$ cat src/rtl/tx_pkg.sv
// Shared transmit-side types and constants: carrier LUT, phase stepping and FSM states.
package tx_pkg;

  localparam int unsigned NUM_CH       = 4;
  localparam int unsigned LUT_SIZE     = 5;
  localparam int unsigned CARRIER_STEP = 2;

  typedef logic signed [23:0] sample_t;
  typedef logic [1:0]         chan_t;
  typedef logic [2:0]         phase_t;

  typedef enum logic [1:0] {
    ST_IDLE  = 2'd0,
    ST_RUN   = 2'd1,
    ST_DRAIN = 2'd2
  } tx_state_t;

  localparam sample_t SINE_LUT [LUT_SIZE] = '{
    24'sd0, 24'sd7978040, 24'sd4930700, -24'sd4930700, -24'sd7978040
  };

  function automatic sample_t sine_lut(input phase_t idx);
    case (idx)
      3'd0:    return SINE_LUT[0];
      3'd1:    return SINE_LUT[1];
      3'd2:    return SINE_LUT[2];
      3'd3:    return SINE_LUT[3];
      3'd4:    return SINE_LUT[4];
      default: return '0;
    endcase
  endfunction

  // Out-of-range start phases fold to index 0.
  function automatic phase_t phase_fold(input phase_t p);
    return (32'(p) >= LUT_SIZE) ? '0 : p;
  endfunction

  function automatic phase_t phase_advance(input phase_t p);
    logic [3:0] s;
    s = {1'b0, p} + 4'(CARRIER_STEP);
    return (s >= 4'(LUT_SIZE)) ? phase_t'(s - 4'(LUT_SIZE)) : phase_t'(s);
  endfunction

endpackage

$ cat src/rtl/tx_env_scale.sv
// Two-stage envelope datapath: S1 registers LUT value and env = amp*k >> RAMP_LOG2,
// S2 registers tdata = (LUT * env) >>> 16. Both stages advance only on en.
module tx_env_scale
  import tx_pkg::*;
#(
  parameter int unsigned RAMP_LOG2 = 2,
  parameter int unsigned K_W       = RAMP_LOG2 + 1
) (
  input  logic           clk,
  input  logic           rst_n,
  input  logic           en,
  input  logic           in_valid,
  input  logic [23:0]    lut_val,
  input  logic [15:0]    amplitude,
  input  logic [K_W-1:0] k,
  input  logic [1:0]     in_user,
  input  logic           in_last,
  output logic [23:0]    out_data,
  output logic           out_valid,
  output logic [1:0]     out_user,
  output logic           out_last
);

  localparam int unsigned P_W = 16 + K_W;

  logic [P_W-1:0]     scaled;
  logic [15:0]        env;
  logic               s1_valid;
  sample_t            s1_lut;
  logic [15:0]        s1_env;
  chan_t              s1_user;
  logic               s1_last;
  logic signed [39:0] lut_ext;
  logic signed [39:0] env_ext;
  logic signed [39:0] prod;
  sample_t            mod_data;

  always_comb begin
    scaled   = (P_W'(amplitude) * P_W'(k)) >> RAMP_LOG2;
    env      = (|scaled[P_W-1:16]) ? '1 : scaled[15:0];
    lut_ext  = 40'(s1_lut);
    env_ext  = {24'd0, s1_env};
    prod     = lut_ext * env_ext;
    mod_data = sample_t'(prod >>> 16);
  end

  always_ff @(posedge clk or negedge rst_n) begin
    if (!rst_n) begin
      s1_valid  <= 1'b0;
      s1_lut    <= '0;
      s1_env    <= '0;
      s1_user   <= '0;
      s1_last   <= 1'b0;
      out_valid <= 1'b0;
      out_data  <= '0;
      out_user  <= '0;
      out_last  <= 1'b0;
    end else if (en) begin
      s1_valid  <= in_valid;
      s1_lut    <= lut_val;
      s1_env    <= env;
      s1_user   <= in_user;
      s1_last   <= in_last;
      out_valid <= s1_valid;
      out_data  <= mod_data;
      out_user  <= s1_user;
      out_last  <= s1_last;
    end
  end

endmodule

$ cat src/rtl/tx_burst_gen.sv
// Sonar ping generator: interleaved 4-channel carrier at 2/5 fs with per-channel start
// phase and linear attack/release ramp, streamed out over AXI-Stream.
module tx_burst_gen
  import tx_pkg::*;
#(
  parameter int unsigned RAMP_LOG2 = 2,
  parameter int unsigned LEN_W     = 16
) (
  input  logic             s_axis_aclk,
  input  logic             s_axis_aresetn,
  input  logic             start,
  input  logic             abort,
  input  logic [LEN_W-1:0] burst_len,
  input  logic [15:0]      amplitude,
  input  logic [11:0]      ch_phase,
  output logic             busy,
  output logic             done,
  output logic [23:0]      m_axis_tdata,
  output logic             m_axis_tvalid,
  input  logic             m_axis_tready,
  output logic [1:0]       m_axis_tuser,
  output logic             m_axis_tlast
);

  localparam int unsigned      K_W   = RAMP_LOG2 + 1;
  localparam logic [LEN_W-1:0] R_LEN = LEN_W'(32'd1 << RAMP_LOG2);

  tx_state_t        state_q, state_d;
  logic [LEN_W-1:0] len_q;
  logic [LEN_W-1:0] n_q;
  logic [15:0]      amp_q;
  phase_t           ph_q [NUM_CH];
  chan_t            c_q;
  logic             abort_q;
  logic             done_q;

  logic             en;
  logic             issue;
  logic             frame_end;
  logic             last_beat;
  logic             tlast_hs;
  logic [LEN_W-1:0] rem;
  logic [LEN_W-1:0] kmin;
  logic [LEN_W-1:0] k_full;
  logic [K_W-1:0]   k;
  sample_t          lut_val;

  always_comb begin
    en        = m_axis_tready | ~m_axis_tvalid;
    issue     = (state_q == ST_RUN) && en;
    frame_end = (c_q == chan_t'(NUM_CH - 1));
    // A pending or same-cycle abort closes the burst on the current frame's last channel.
    last_beat = frame_end && ((n_q == len_q - LEN_W'(1)) || abort_q || abort);
    tlast_hs  = m_axis_tvalid && m_axis_tready && m_axis_tlast;
    rem       = len_q - LEN_W'(1) - n_q;
    kmin      = (n_q < rem) ? n_q : rem;
    k_full    = (kmin > R_LEN) ? R_LEN : kmin;
    k         = K_W'(k_full);
    lut_val   = sine_lut(ph_q[c_q]);

    state_d = state_q;
    case (state_q)
      ST_IDLE:  if (start && (burst_len != '0)) state_d = ST_RUN;
      ST_RUN:   if (issue && last_beat)         state_d = ST_DRAIN;
      ST_DRAIN: if (tlast_hs)                   state_d = ST_IDLE;
      default:                                  state_d = ST_IDLE;
    endcase
  end

  always_ff @(posedge s_axis_aclk or negedge s_axis_aresetn) begin
    if (!s_axis_aresetn) begin
      state_q <= ST_IDLE;
      len_q   <= '0;
      n_q     <= '0;
      amp_q   <= '0;
      c_q     <= '0;
      abort_q <= 1'b0;
      done_q  <= 1'b0;
      for (int unsigned i = 0; i < NUM_CH; i++) ph_q[i] <= '0;
    end else begin
      state_q <= state_d;
      done_q  <= ((state_q == ST_IDLE) && start && (burst_len == '0)) ||
                 ((state_q == ST_DRAIN) && tlast_hs);
      case (state_q)
        ST_IDLE: begin
          if (start) begin
            len_q   <= burst_len;
            amp_q   <= amplitude;
            n_q     <= '0;
            c_q     <= '0;
            abort_q <= abort;
            for (int unsigned i = 0; i < NUM_CH; i++)
              ph_q[i] <= phase_fold(ch_phase[3*i +: 3]);
          end
        end
        ST_RUN: begin
          if (abort) abort_q <= 1'b1;
          if (issue && !last_beat) begin
            if (frame_end) begin
              c_q <= '0;
              n_q <= n_q + LEN_W'(1);
              for (int unsigned i = 0; i < NUM_CH; i++)
                ph_q[i] <= phase_advance(ph_q[i]);
            end else begin
              c_q <= c_q + chan_t'(1);
            end
          end
        end
        default: ;
      endcase
    end
  end

  tx_env_scale #(
    .RAMP_LOG2 (RAMP_LOG2),
    .K_W       (K_W)
  ) u_scale (
    .clk       (s_axis_aclk),
    .rst_n     (s_axis_aresetn),
    .en        (en),
    .in_valid  (issue),
    .lut_val   (lut_val),
    .amplitude (amp_q),
    .k         (k),
    .in_user   (c_q),
    .in_last   (last_beat),
    .out_data  (m_axis_tdata),
    .out_valid (m_axis_tvalid),
    .out_user  (m_axis_tuser),
    .out_last  (m_axis_tlast)
  );

  assign busy = (state_q != ST_IDLE);
  assign done = done_q;

endmodule

$ cat config.mk
export PLATFORM = sky130hd
export DESIGN_NAME = tx_burst_gen
export DESIGN_NICKNAME = d
export VERILOG_FILES = /design/src/rtl/tx_pkg.sv /design/src/rtl/tx_env_scale.sv /design/src/rtl/tx_burst_gen.sv
export SDC_FILE = /design/constraint.sdc
export NUM_CORES = 1
export LEC_CHECK = 0
export BUFFER_PORTS_ARGS = -buffer_cell sky130_fd_sc_hd__buf_2
export CAP_MARGIN = 10
export CELL_PAD_IN_SITES_DETAIL_PLACEMENT = 0
export CELL_PAD_IN_SITES_GLOBAL_PLACEMENT = 2
export CORE_MARGIN = 2
export CORE_UTILIZATION = 40
export DETAILED_ROUTE_END_ITERATION = 12
export GPL_TIMING_DRIVEN = 1
export PLACE_DENSITY = 0.76
export SETUP_SLACK_MARGIN = 0.2
export SYNTH_ARGS = -nofsm -noshare
export SYNTH_HDL_FRONTEND = slang
export SYNTH_SLANG_ARGS = --single-unit
$ cat constraint.sdc
create_clock -name s_axis_aclk -period 8.2 [get_ports s_axis_aclk]
set_input_delay 0.82 -clock s_axis_aclk [delete_from_list [all_inputs] [get_ports s_axis_aclk]]
set_output_delay 0.82 -clock s_axis_aclk [all_outputs]
set_load 0.05 [all_outputs]
=== Word level (Yosys, flattened, before mapping) ===
Index checks and enable logic that the tools add are counted.

* Bits in registers: 138
* Input bits: 49
* Logic and storage cells: 121

* Add/subtract/negate cells: 12
* $mul: 2
* $lt $le $gt $ge: 11
* Equal/unequal tests: 15
* Muxes and demuxes: 34
* Bitwise gates (word level): 3
* Reductions and logical operators: 24

{| class="wikitable"
|+ Operators by type and width
! kind !! number
|-
| 24-bit case mux with 4 select lines || 1
|-
| 16-bit 2-to-1 mux || 5
|-
| 24-bit by 17-bit multiplier with 40-bit output || 1
|-
| 12-bit 2-to-1 mux || 3
|-
| 3-bit 2-to-1 mux || 11
|-
| 16-bit case mux with 2 select lines || 1
|-
| 12-bit case mux with 2 select lines || 1
|-
| 16-bit by 3-bit multiplier with 19-bit output || 1
|-
| 16-bit by 1-bit adder with 16-bit output, second input constant || 1
|-
| 3-bit by 2-bit adder with 4-bit output, second input constant || 4
|-
| 16-bit == test || 1
|-
| 4-bit by 3-bit >= comparator with 1-bit output, second input constant || 4
|-
| 16-bit by 3-bit greater-than comparator with 1-bit output, second input constant || 1
|-
| 16-bit logical NOT || 1
|-
| 16-bit less-than comparator || 1
|-
| 16-bit nonzero test || 1
|-
| 16-bit by 1-bit subtractor with 16-bit output, second input constant || 1
|-
| 16-bit subtractor || 1
|-
| 3-bit >= comparator, second input constant || 5
|-
| 2-bit 2-to-1 mux || 6
|-
| 3-bit subtractor, second input constant || 4
|-
| 1-bit logical AND || 10
|-
| 2-bit != test, second input constant || 5
|-
| 3-bit AND reduction || 3
|-
| other kinds (21) || 28
|}

=== Longest topological paths before layout ===
Gate-level depths: netlist of run 1.

* Depth in word-level cells: 9
* Depth in mapped cells: 35

=== Hierarchy ===
Synthesis of run 1 repeated with hierarchy kept, for this count alone.

* Cells, all modules: 2498
* Area total of the unflattened synthesis: 22332.7 um2

{| class="wikitable"
|+ Modules (own cells, without submodules)
! module !! instances !! cells an instance !! area an instance (um2)
|-
| tx_env_scale || 1 || 1882 || 17301.6
|-
| tx_burst_gen || 1 || 616 || 5031.1
|}

=== Worst setup path before layout of run 1 ===
Ideal clock, no wire load.

* Path type: flip-flop to flip-flop
* Start: reg len_q[2]
* End: reg u_scale.s1_env[10]
* Library setup time: 121 ps
* Data arrival time: 7304 ps
* Data required time: 8079 ps
* Path slack: 775 ps
* Stages on the path, launching flop included: 35
* Path buffers: 3
* Period minus slack after synthesis: 7425 ps
* Path through: dfrtp_1 > nor4_1 > nand2_1 > or3_1 > xnor2_1 > ha_1 > buf_2 > nand2_1 > o21ai_0 > nor2b_1 > a21oi_1 > and3_1 > a311oi_1 > ha_1 > a21o_1 > a21oi_1 > nor2b_1 > a31oi_1 > o211ai_1 > and4bb_1 > a31oi_2 > buf_2 > nand2_1 > fa_1 > inv_1 > fa_1 > a211o_1 > o211ai_1 > a21oi_1 > and4_1 > nor3_1 > o41a_1 > o211ai_1 > buf_2 > o22a_1

* Longest elaborated chain between the ends: 8

{| class="wikitable"
|+ RTL lines
! item !! line !! text
|-
| start, declared || tx_burst_gen.sv:29 || <nowiki>logic [LEN_W-1:0] len_q;</nowiki>
|-
| start signal, assigned || tx_burst_gen.sv:87 || <nowiki>len_q <= burst_len;</nowiki>
|-
| 16-bit by 1-bit subtractor with 16-bit output (*) || tx_burst_gen.sv:55 || <nowiki>rem = len_q - LEN_W'(1) - n_q;</nowiki>
|-
| 16-bit subtractor (*) || tx_burst_gen.sv:55 ||
|-
| 16-bit less-than comparator || tx_burst_gen.sv:56 || <nowiki>kmin = (n_q < rem) ? n_q : rem;</nowiki>
|-
| 16-bit 2-to-1 mux (*) || tx_burst_gen.sv:56 ||
|-
| 16-bit by 3-bit greater-than comparator with 1-bit output || tx_burst_gen.sv:57 || <nowiki>k_full = (kmin > R_LEN) ? R_LEN : kmin;</nowiki>
|-
| 3-bit 2-to-1 mux (*) || tx_burst_gen.sv:57 ||
|-
| 16-bit by 3-bit multiplier with 19-bit output (*) || tx_env_scale.sv:39 || <nowiki>scaled = (P_W'(amplitude) * P_W'(k)) >> RAMP_LOG2;</nowiki>
|-
| 16-bit 2-to-1 mux (*) || tx_env_scale.sv:40 || <nowiki>env = (|scaled[P_W-1:16]) ? '1 : scaled[15:0];</nowiki>
|-
| end signal, assigned || tx_env_scale.sv:61 || <nowiki>s1_env <= env;</nowiki>
|-
| end, declared || tx_env_scale.sv:30 || <nowiki>logic [15:0] s1_env;</nowiki>
|}

Mark *: on every way between the ends. The rest lies on a longest branch, timed or not.
A chain may end at the register's enable or synchronous reset.

=== Final worst setup path of run 1 ===
* Start: reg len_q[3]
* End: reg u_scale.s1_env[0]

The elaborated chain is that of the path after synthesis.

==> metrics, run 1 <==
RSZ-0062 raised after global routing true; initial antenna violation count 2; clock root buffer clkbuf_16; TritonCTS buffer count 17; Post-synth EDFFs 0; Setup Crit Path Kind flip-flop to flip-flop; syn avg cell area between 9 and 10 sq um; fin area 20900 sq um; DP HPWL 42900 um; initial drt markers between 500 and 600; H-tree depth 4; fin. max-slew vios 0; TritonCTS clock tree done; CP max FO 14; Worst EP arrival a little under 8 ns; CTS sink cnt 120; worst hold path type input port to asynchronous set/reset pin; Fmax around 130 MHz; most frequent cells in the layout inv_1, fa_1, nand2_1; vias in the first global route 14900; Gate Count Post-Synth between 2000 and 2500; first-pass GRT wire length between 80000 and 90000 um; core box area between 40000 and 50000 sq um; actual slew at the worst max-slew pin just over 1 ns; die width 222 um; total global-route track usage 0.215; Max clock buf depth 2; share of the synthesized area in the top cell type 0.375; synth top area cells fa_1, dfrtp_1, ha_1; #FFs+latches synth 120; antenna-violating nets left 0; max cap viols 0; GRT overflow 0; leading area contributor after synthesis fa_1; GPL Wtd Cong 0.941; ys flop type dfrtp_1; IO Pins between 70 and 80; endpoints failing setup 0; largest net degree at the start of global routing between 60 and 70; slowest stage delay, CP approximately 0.46 ns; CP Data Required Time around 8.5 ns; Die Y between 200 and 250 um; clk_lat worst skew 0.44 ns; clock-pin transition on the worst setup and hold timing paths approximately 0.060 ns; CP Capture Type flip-flop; Ys Warns 0; Synth cell types 73; Ant. Diodes 0; post-DR wirelength/cell ~18 um; commonest non-fill, non-tap cell in the layout inv_1; DR pass1 iterations 4; # nets final approximately 2600; placed cell area around 20000 sq um; Hold Buf Count CTS 0; WL final around 50000 um; vias after detailed routing around 13000; CP dominant cell by count o211ai_1; min Tclk post-route roughly 7.6 ns; DR vias/cell approximately 5.0; status complete, no violations; Rel. slew slack 0.324; Clock Skew about 0.0095 ns; # DRC 0; share of layout cells above drive strength 1 0.0795; Final period util 0.923; Final Hold Fails 0; async set-reset flop share out of synthesis 1.00; crit path launch type flip-flop; net count after synthesis between 2000 and 3000; FP Rows 79; critical path's slowest cell fa_1; synthesized area 19000 sq um; port bufs 78; initial core utilization 0.407; Die Area between 40000 and 50000 sq um; P&R area growth vs syn 9.62%; sequential area share after synthesis 0.158
Yosys cell counts, drive strengths merged (4+ instances only):
cell / n
inv: 445
fa: 356
nand2: 248
ha: 151
dfrtp: 120
a21oi: 80
nor2: 78
and2: 74
o21ai: 61
xnor2: 49
nor3: 36
clkbuf: 27
xor2: 24
nand3: 20
nand2b: 15
nor4: 15
o22a: 15
buf: 14
a21o: 13
or3: 13
and3: 12
o21a: 12
a211oi: 11
nand4: 11
o31ai: 9
nor2b: 8
nor3b: 8
o211ai: 7
o311ai: 6
mux2i: 5
a31oi: 4
o22ai: 4
o41ai: 4
or2: 4
or4: 4
metal layers:
metal | wire length (um) | vias to the layer above | track usage
met5 | 0 | - | 0
met1 | 22900 | 6652 | 0.296
li1 | - | 6476 | -
met3 | 2030 | 53 | 0.0330
met4 | 1160 | 0 | 0.0639
met2 | 23400 | 220 | 0.352
worst paths after layout:
kind / startpoint / endpoint / slack (ns) / depth (start not counted)
setup / recovery: len_q[3]$_DFFE_PN0P_ / u_scale.s1_env[0]$_DFFE_PN0N_ / 0.63 / 30
hold / removal: s_axis_aresetn / amp_q[7]$_DFFE_PN0P_ / 0.35 / 1
setup reg to reg: len_q[3]$_DFFE_PN0P_ / u_scale.s1_env[0]$_DFFE_PN0N_ / 0.63 / 30
hold reg to reg: u_scale.out_user[1]$_DFFE_PN0N_ / u_scale.out_user[1]$_DFFE_PN0N_ / 0.46 / 2
max in group asynchronous: s_axis_aresetn / u_scale.s1_lut[22]$_DFFE_PN0N_ / 6.55 / 2
min in group s_axis_aclk: u_scale.out_user[1]$_DFFE_PN0N_ / u_scale.out_user[1]$_DFFE_PN0N_ / 0.46 / 2
sequential cells by signal, summed over array words and instances (netlist names):
name,count
u_scale.out_user,2
u_scale.s1_lut,6
abort_q,1
amp_q,16
len_q,16
u_scale.out_last,1
done,1
u_scale.s1_last,1
u_scale.s1_user,2
u_scale.s1_env,16
state_q,2
u_scale.out_data,24
u_scale.s1_valid,1
c_q,2
ph_q,12
u_scale.out_valid,1
n_q,16
stage by stage:
stage               std cells  hold WS (ns)  TNS, ns   util  setup slack [ns]
finish                   2707         0.345        0  0.446             0.628
global route             2707         0.395        0  0.446             0.192
CTS                      2706         0.386        0  0.444             0.259
detailed placement       2674         0.460    -1.28  0.431           -0.0997
global placement         2674         0.449   -0.909  0.431           -0.0672
floorplan                2010         0.435        0      -             0.775
critical path, delay by kind of cell, from the launching register on:
family          cells  cell delay (ns)
compound gates     12             2.46
xor+xnor            1             0.14
fa+ha+maj           5             1.78
buf+inv             2             0.33
flops               1             0.44
simple gates       10             2.26
cell families (layout without fill, tap and decap cells):
kind of cell    Yosys count  after routing  share of synthesized area
fa+ha+maj               507            507                      0.474
buf+inv                 486            576                     0.0978
flops                   120            120                      0.158
compound gates          260            260                     0.0908
xor+xnor                 73             73                     0.0336
simple gates            554            554                      0.139
mux                      10             10                    0.00737
final cells by class:
class | instances | area (sq um)
Tap cell | 607 | 759
Clock buffer | 20 | 447
Sequential cell | 120 | 3010
Multi-Input combinational cell | 1404 | 14200
Inverter | 445 | 1670
Timing Repair Buffer | 100 | 574
Clock inverter | 11 | 148
Fill cell | 4509 | 25900
timing repair:
item                                    CTS  global route
endpoints found under the setup margin   14            22
setup buffers                             1             1
gates resized for setup                   2            19
pin swaps                                 1             4
gates cloned                              0             0
Power of run 1 is left out: the tool's default activity adds up to more than one toggle a clock period on the data nets, which glitch-free logic cannot reach.
==> run 2, diff against run 1 <==
--- a/config.mk
+++ b/config.mk
@@ -5,15 +5,14 @@
 export SDC_FILE = /design/constraint.sdc
 export NUM_CORES = 1
 export LEC_CHECK = 0
-export BUFFER_PORTS_ARGS = -buffer_cell sky130_fd_sc_hd__buf_2
+export BUFFER_PORTS_ARGS = -buffer_cell sky130_fd_sc_hd__buf_4
 export CAP_MARGIN = 10
 export CELL_PAD_IN_SITES_DETAIL_PLACEMENT = 0
 export CELL_PAD_IN_SITES_GLOBAL_PLACEMENT = 2
-export CORE_MARGIN = 2
 export CORE_UTILIZATION = 40
 export DETAILED_ROUTE_END_ITERATION = 12
 export GPL_TIMING_DRIVEN = 1
-export PLACE_DENSITY = 0.76
+export PLACE_DENSITY_LB_ADDON = 0.1
 export SETUP_SLACK_MARGIN = 0.2
 export SYNTH_ARGS = -nofsm -noshare
 export SYNTH_HDL_FRONTEND = slang
==> run 2 against run 1 <==
Via count up 0.57%. Clock-buffer cell count down 1. Setup slack worse by 0.041 ns. Register-to-register slack worse by 0.04 ns. Final cell count up 0.26%. Wire length up 1.4%. Critical path type unchanged. Sequential cell count unchanged. Cell area up 1.5%. Critical endpoint unchanged. Die area down 1.8%. Sequential share of layout area down 0.22 points. Fmax down 0.53%.
==> metrics, run 2 (same netlist as run 1, synthesis figures left out) <==
FILL cells 4592 (+1.8%); DR pass1 iterations 5 (+1); vias in the first global route 14700 (-1.1%); actual slew at the worst max-slew pin 0.988 ns (-0.0262 ns); core box area 46800 sq um (unchanged); TritonCTS clock tree done; initial antenna violation count 2 (unchanged); total global-route track usage 0.226 (+0.0113); Die Y 220 um (-0.90%); port bufs 78 (unchanged); P&R area growth vs syn 11.3%; # DRC 0 (unchanged); clock-pin transition on the worst setup and hold timing paths 0.06 ns (about the same); RSZ-0062 raised after global routing false; Die Area 48400 sq um (-1.8%); M1 GR Usage 0.311 (+0.0153); IO Pins 79 (unchanged); critical path's slowest cell or3_1; Clock Skew 0.00908 ns (-0.000371 ns); first-pass GRT wire length 82600 um (+0.13%); routing usage on met2 0.376 (+0.0243); vias after detailed routing 13500 (+0.57%); CP Capture Type flip-flop; initial core utilization 0.407 (unchanged); Placed Cells 2678 (+0.15%); CP Data Required Time 8.51 ns (about the same); busiest grt layer met2; DP HPWL 43300 um (+1.0%); TritonCTS buffer count 17 (unchanged); most frequent cells in the layout inv_1, fa_1, nand2_1; endpoints failing setup 0 (unchanged); Final Hold Fails 0 (unchanged); GPL Wtd Cong 0.896 (-4.7%); GRT overflow 0 (unchanged); crit path launch type flip-flop; antenna-violating nets left 0 (unchanged); register area 3000 sq um (about the same); commonest non-fill, non-tap cell in the layout inv_1; worst hold path type input port to asynchronous set/reset pin; Max clock buf depth 2 (unchanged); clock root buffer clkbuf_16; WL final 50200 um (+1.4%); Worst EP arrival 7.92 ns (+0.02 ns); H-tree depth 4 (unchanged); max cap viols 0 (unchanged); min Tclk post-route 7.61 ns (+0.0406 ns); post-DR wirelength/cell 18.5 um (+1.1%); Final period util 0.928 (+0.00495); CTS sink cnt 120 (unchanged); setup TNS 0 ns (unchanged); Fmax 131 MHz (-0.53%); Setup Crit Path Kind flip-flop to flip-flop; # nets final 2650 (+0.23%); non-filler instance count after layout 2714 (+0.26%); share of layout cells above drive strength 1 0.0845 (+0.00496); FP Rows 79 (unchanged); met3 Resource Use GR 0.0331 (+0.000129); initial drt markers 551 (-5.0%); status complete, no violations; Rel. slew slack 0.341 (+0.0175); area taken by multi-input logic gates 14300 sq um (+0.22%); clk_lat worst skew 0.43 ns (about the same); Ant. Diodes 0 (unchanged); largest net degree at the start of global routing 65 (+4.8%); fin. max-slew vios 0 (unchanged); Biggest register u_scale.out_data; CP max FO 14 (unchanged); CP dominant cell by count o211ai_1; DR vias/cell 4.97 (+0.31%); max FFs per register 24 (unchanged); final core utilization 0.453 (+0.00672); slowest stage delay, CP 0.50 ns (+0.04 ns); die width 220 um (-0.90%)
[run 2: cell type report]
class / instances / share of cell area
sequential: 120 / 0.142
multi-input combinational: 1404 / 0.675
inverter: 445 / 0.0789
clock buffer: 19 / 0.0205
clock inverter: 13 / 0.0104
timing repair buffer: 106 / 0.0378
tap: 607 / 0.0359
[run 2: final timing paths]
check                                     startpoint                       endpoint  slack, ns  cells past startpoint
worst max-delay path            len_q[8]$_DFFE_PN0P_  u_scale.s1_env[0]$_DFFE_PN0N_       0.59                     29
worst min-delay path                  s_axis_aresetn           amp_q[1]$_DFFE_PN0P_       0.36                      1
worst max register to register  len_q[8]$_DFFE_PN0P_  u_scale.s1_env[0]$_DFFE_PN0N_       0.59                     29
worst min register to register   abort_q$_DFFE_PN0P_            abort_q$_DFFE_PN0P_       0.48                      2
max in group asynchronous             s_axis_aresetn          len_q[14]$_DFFE_PN0P_       6.56                      2
min in group s_axis_aclk         abort_q$_DFFE_PN0P_            abort_q$_DFFE_PN0P_       0.48                      2
[run 2: worst max-delay path, delay by kind of cell, from the launching register on]
family          cells  cell delay [ns]
compound gates     12             2.69
xor+xnor            1             0.24
fa+ha+maj           4             1.61
buf+inv             3             0.47
flops               1             0.40
simple gates        9             2.08
[run 2: layer usage]
metal	routed length, um	share of wire
met4	886	0.018
met2	24500	0.49
met3	1880	0.037
met5	0	0
met1	22900	0.46
[run 2: timing repair]
item                       4_1_cts  5_1_grt
hold buffers                     0        0
setup endpoints to repair       14       21
gates cloned                     0        0
buffers inserted                 0        4
pin swaps                        0        7
resized for setup                1       26
[run 2: stage by stage]
stage | worst slack, ns | cell area, sq um | hold WS, ns
after floorplan | 0.775 | 19000 | 0.435
after global placement | 0.182 | 20400 | 0.445
after detailed placement | 0.175 | 20400 | 0.455
after CTS | 0.213 | 21000 | 0.373
after global routing | 0.190 | 21200 | 0.402
final | 0.588 | 21200 | 0.364
Power of run 2 is left out for the same reason.
==> run 3, diff against run 2 <==
--- a/config.mk
+++ b/config.mk
@@ -5,6 +5,7 @@
 export SDC_FILE = /design/constraint.sdc
 export NUM_CORES = 1
 export LEC_CHECK = 0
+export ABC_AREA = 1
 export BUFFER_PORTS_ARGS = -buffer_cell sky130_fd_sc_hd__buf_4
 export CAP_MARGIN = 10
 export CELL_PAD_IN_SITES_DETAIL_PLACEMENT = 0
==> run 3 against run 2 <==
Non-clock buffer count fell by 19. Clock-buffer cell count is 2 lower. Via count up 18%. Worst hold slack better by 0.020 ns. Final cell count is 20% higher. First-iteration DRC count rose by 43%. Setup slack better by 0.39 ns. Sequential share of layout area decreased by 0.80 points. Critical path depth rose by 12. Die area rose by 7.6%. Synthesized area rose by 7.7%. Global-route usage is 0.81 points higher. Largest cell class unchanged. Highest routed layer unchanged.
==> metrics, run 3 <==
status complete, no violations; Die Area 52100 sq um (+7.6%); fin. max-slew vios 0 (unchanged); CP Data Required Time 8.60 ns (+0.09 ns); RSZ-0062 raised after global routing false; Critical Path Start len_q[0]$_DFFE_PN0P_; CP dominant cell by count nand2_1; TritonCTS buffer count 17 (unchanged); setup slack at placement 0.580 ns (+0.404 ns); vias after detailed routing 15900 (+18%); crit path launch type flip-flop; top-count cell post-synth inv_1; #FFs+latches synth 120 (unchanged); FILL cells 5108 (+11%); CP Depth 41 (+41%); critical path's slowest cell fa_1; die width 228 um (+3.7%); Synth cell types 56 (-23%); actual slew at the worst max-slew pin 0.810 ns (-0.178 ns); P&R area growth vs syn 9.42%; Ant. Diodes 0 (unchanged); GPL Wtd Cong 0.947 (+5.7%); DR pass1 iterations 6 (+1); max FFs per register 24 (unchanged); ys flop type dfrtp_1; port bufs 78 (unchanged); TritonCTS clock tree done; vias in the first global route 16700 (+13%); Gate Count Post-Synth 2512 (+25%); Post-synth EDFFs 0 (unchanged); setup TNS 0 ns (unchanged); max cap viols 0 (unchanged); # DRC 0 (unchanged); Max clock buf depth 2 (unchanged); largest net degree at the start of global routing 81 (+25%); min Tclk post-route 7.23 ns (-0.386 ns); GRT overflow 0 (unchanged); clk_lat worst skew 0.49 ns (+0.06 ns); most frequent cells in the layout inv_1, nand2_1, fa_1; share of layout cells above drive strength 1 0.0766 (-0.00785); Setup Crit Path Kind flip-flop to flip-flop; R2R Path Start len_q[0]$_DFFE_PN0P_; sequential area share after synthesis 0.147 (-0.0113); Biggest register u_scale.out_data; async set-reset flop share out of synthesis 1.00 (unchanged); top cells by count, synth inv_1, nand2_1, fa_1; clock-pin transition on the worst setup and hold timing paths 0.07 ns (about the same); core box area 50400 sq um (+7.7%); WL final 58400 um (+16%); Final period util 0.881 (-0.0471); share of the synthesized area in the top cell type 0.348 (-0.0268); # nets final 3127 (+18%); Die Y 228 um (+3.7%); area taken by multi-input logic gates 14900 sq um (+4.3%); CP top delay family simple AND/OR/NAND/NOR gates; register area 3000 sq um (about the same); Clock Skew 0.0302 ns (+0.0211 ns); Worst EP arrival 7.63 ns (-0.29 ns); first-pass GRT wire length 93800 um (+14%); reg2reg path depth 41 (+41%); DR vias/cell 4.87 (-1.9%); initial drt markers 787 (+43%); net count after synthesis 3068 (+20%); antenna-violating nets left 0 (unchanged); leading area contributor after synthesis fa_1; Final Hold Fails 0 (unchanged); clock root buffer clkbuf_16; post-DR wirelength/cell 17.9 um (-3.0%); Fmax 138 MHz (+5.3%); CP max FO 25 (+11); Hold Buf Count CTS 0 (unchanged); commonest non-fill, non-tap cell in the layout inv_1; DP HPWL 50900 um (+17%); synth top area cells fa_1, dfrtp_1, inv_1; Rel. slew slack 0.458 (+0.117); final worst setup slack 0.974 ns (+0.386 ns); slowest stage delay, CP 0.48 ns (-0.02 ns); endpoints failing setup 0 (unchanged); total global-route track usage 0.235 (+0.00808); initial antenna violation count 0 (-2); FP Rows 82 (+3.8%); CP Capture Type flip-flop; synthesized area 20500 sq um (+7.7%); CTS sink cnt 120 (unchanged); initial core utilization 0.407 (about the same); buffers and inverters on the worst path 3 (unchanged); syn avg cell area 8.16 sq um (-14%); final hold slack 0.384 ns (+0.0196 ns); worst hold path type input port to asynchronous set/reset pin; IO Pins 79 (unchanged); H-tree depth 4 (unchanged); Ys Warns 0 (unchanged)
run 3: worst reg2reg max path: cells and delay by family, from the launching register on:
family                   cells  cell delay, ns
buffers and inverters        3            0.28
AND/OR/NAND/NOR             27            3.62
flip-flops                   1            0.38
AO/OA/AOI/OAI                5            1.02
adder cells (fa/ha/maj)      5            1.70
XOR/XNOR                     1            0.15
run 3: layer usage:
metal	global-route usage	vias to the layer above	wire length (um)
met5	0	-	0
met4	0.0745	0	1510
met3	0.0251	66	1540
met2	0.411	254	29700
met1	0.303	7810	25700
li1	-	7733	-
run 3: path summary, 6_finish.rpt:
path	endpoint	slack (ns)
setup / recovery	u_scale.s1_env[11]$_DFFE_PN0N_	0.97
hold / removal	ph_q[10]$_DFFE_PN0P_	0.38
setup reg to reg	u_scale.s1_env[11]$_DFFE_PN0N_	0.97
hold reg to reg	u_scale.out_valid$_DFFE_PN0N_	0.47
max in group asynchronous	u_scale.s1_env[10]$_DFFE_PN0N_	6.71
min in group s_axis_aclk	u_scale.out_valid$_DFFE_PN0N_	0.47
run 3: cell type report:
| type | count | area share |
|---|---|---|
| clock buffers | 17 | 0.0190 |
| clock inverters | 15 | 0.00854 |
| inverters | 638 | 0.107 |
| multi-input cells | 1707 | 0.664 |
| flip-flops and latches | 120 | 0.134 |
| well taps | 672 | 0.0375 |
| repair buffers | 87 | 0.0299 |
run 3: cells by family after synthesis:
group	count (synthesis)	synth area share
flops	120	0.147
simple gates	888	0.185
xor+xnor	57	0.0251
fa+ha+maj	507	0.440
buf+inv	685	0.128
compound gates	255	0.0744
run 3: repair_timing:
action | 4_1_cts | 5_1_grt
gates resized for setup | 0 | 6
hold endpoints to repair | 0 | 0
setup buffers | 0 | 1
endpoints found under the setup margin | 0 | 16
run 3: stage by stage:
stage               std cells  instance area, sq um  utilization
CTS                      3255                 22400        0.444
floorplan                2512                 20500            -
global placement         3223                 21800        0.432
global route             3256                 22400        0.445
detailed placement       3223                 21800        0.432
finish                   3256                 22400        0.445
Power of run 3 is left out for the same reason.
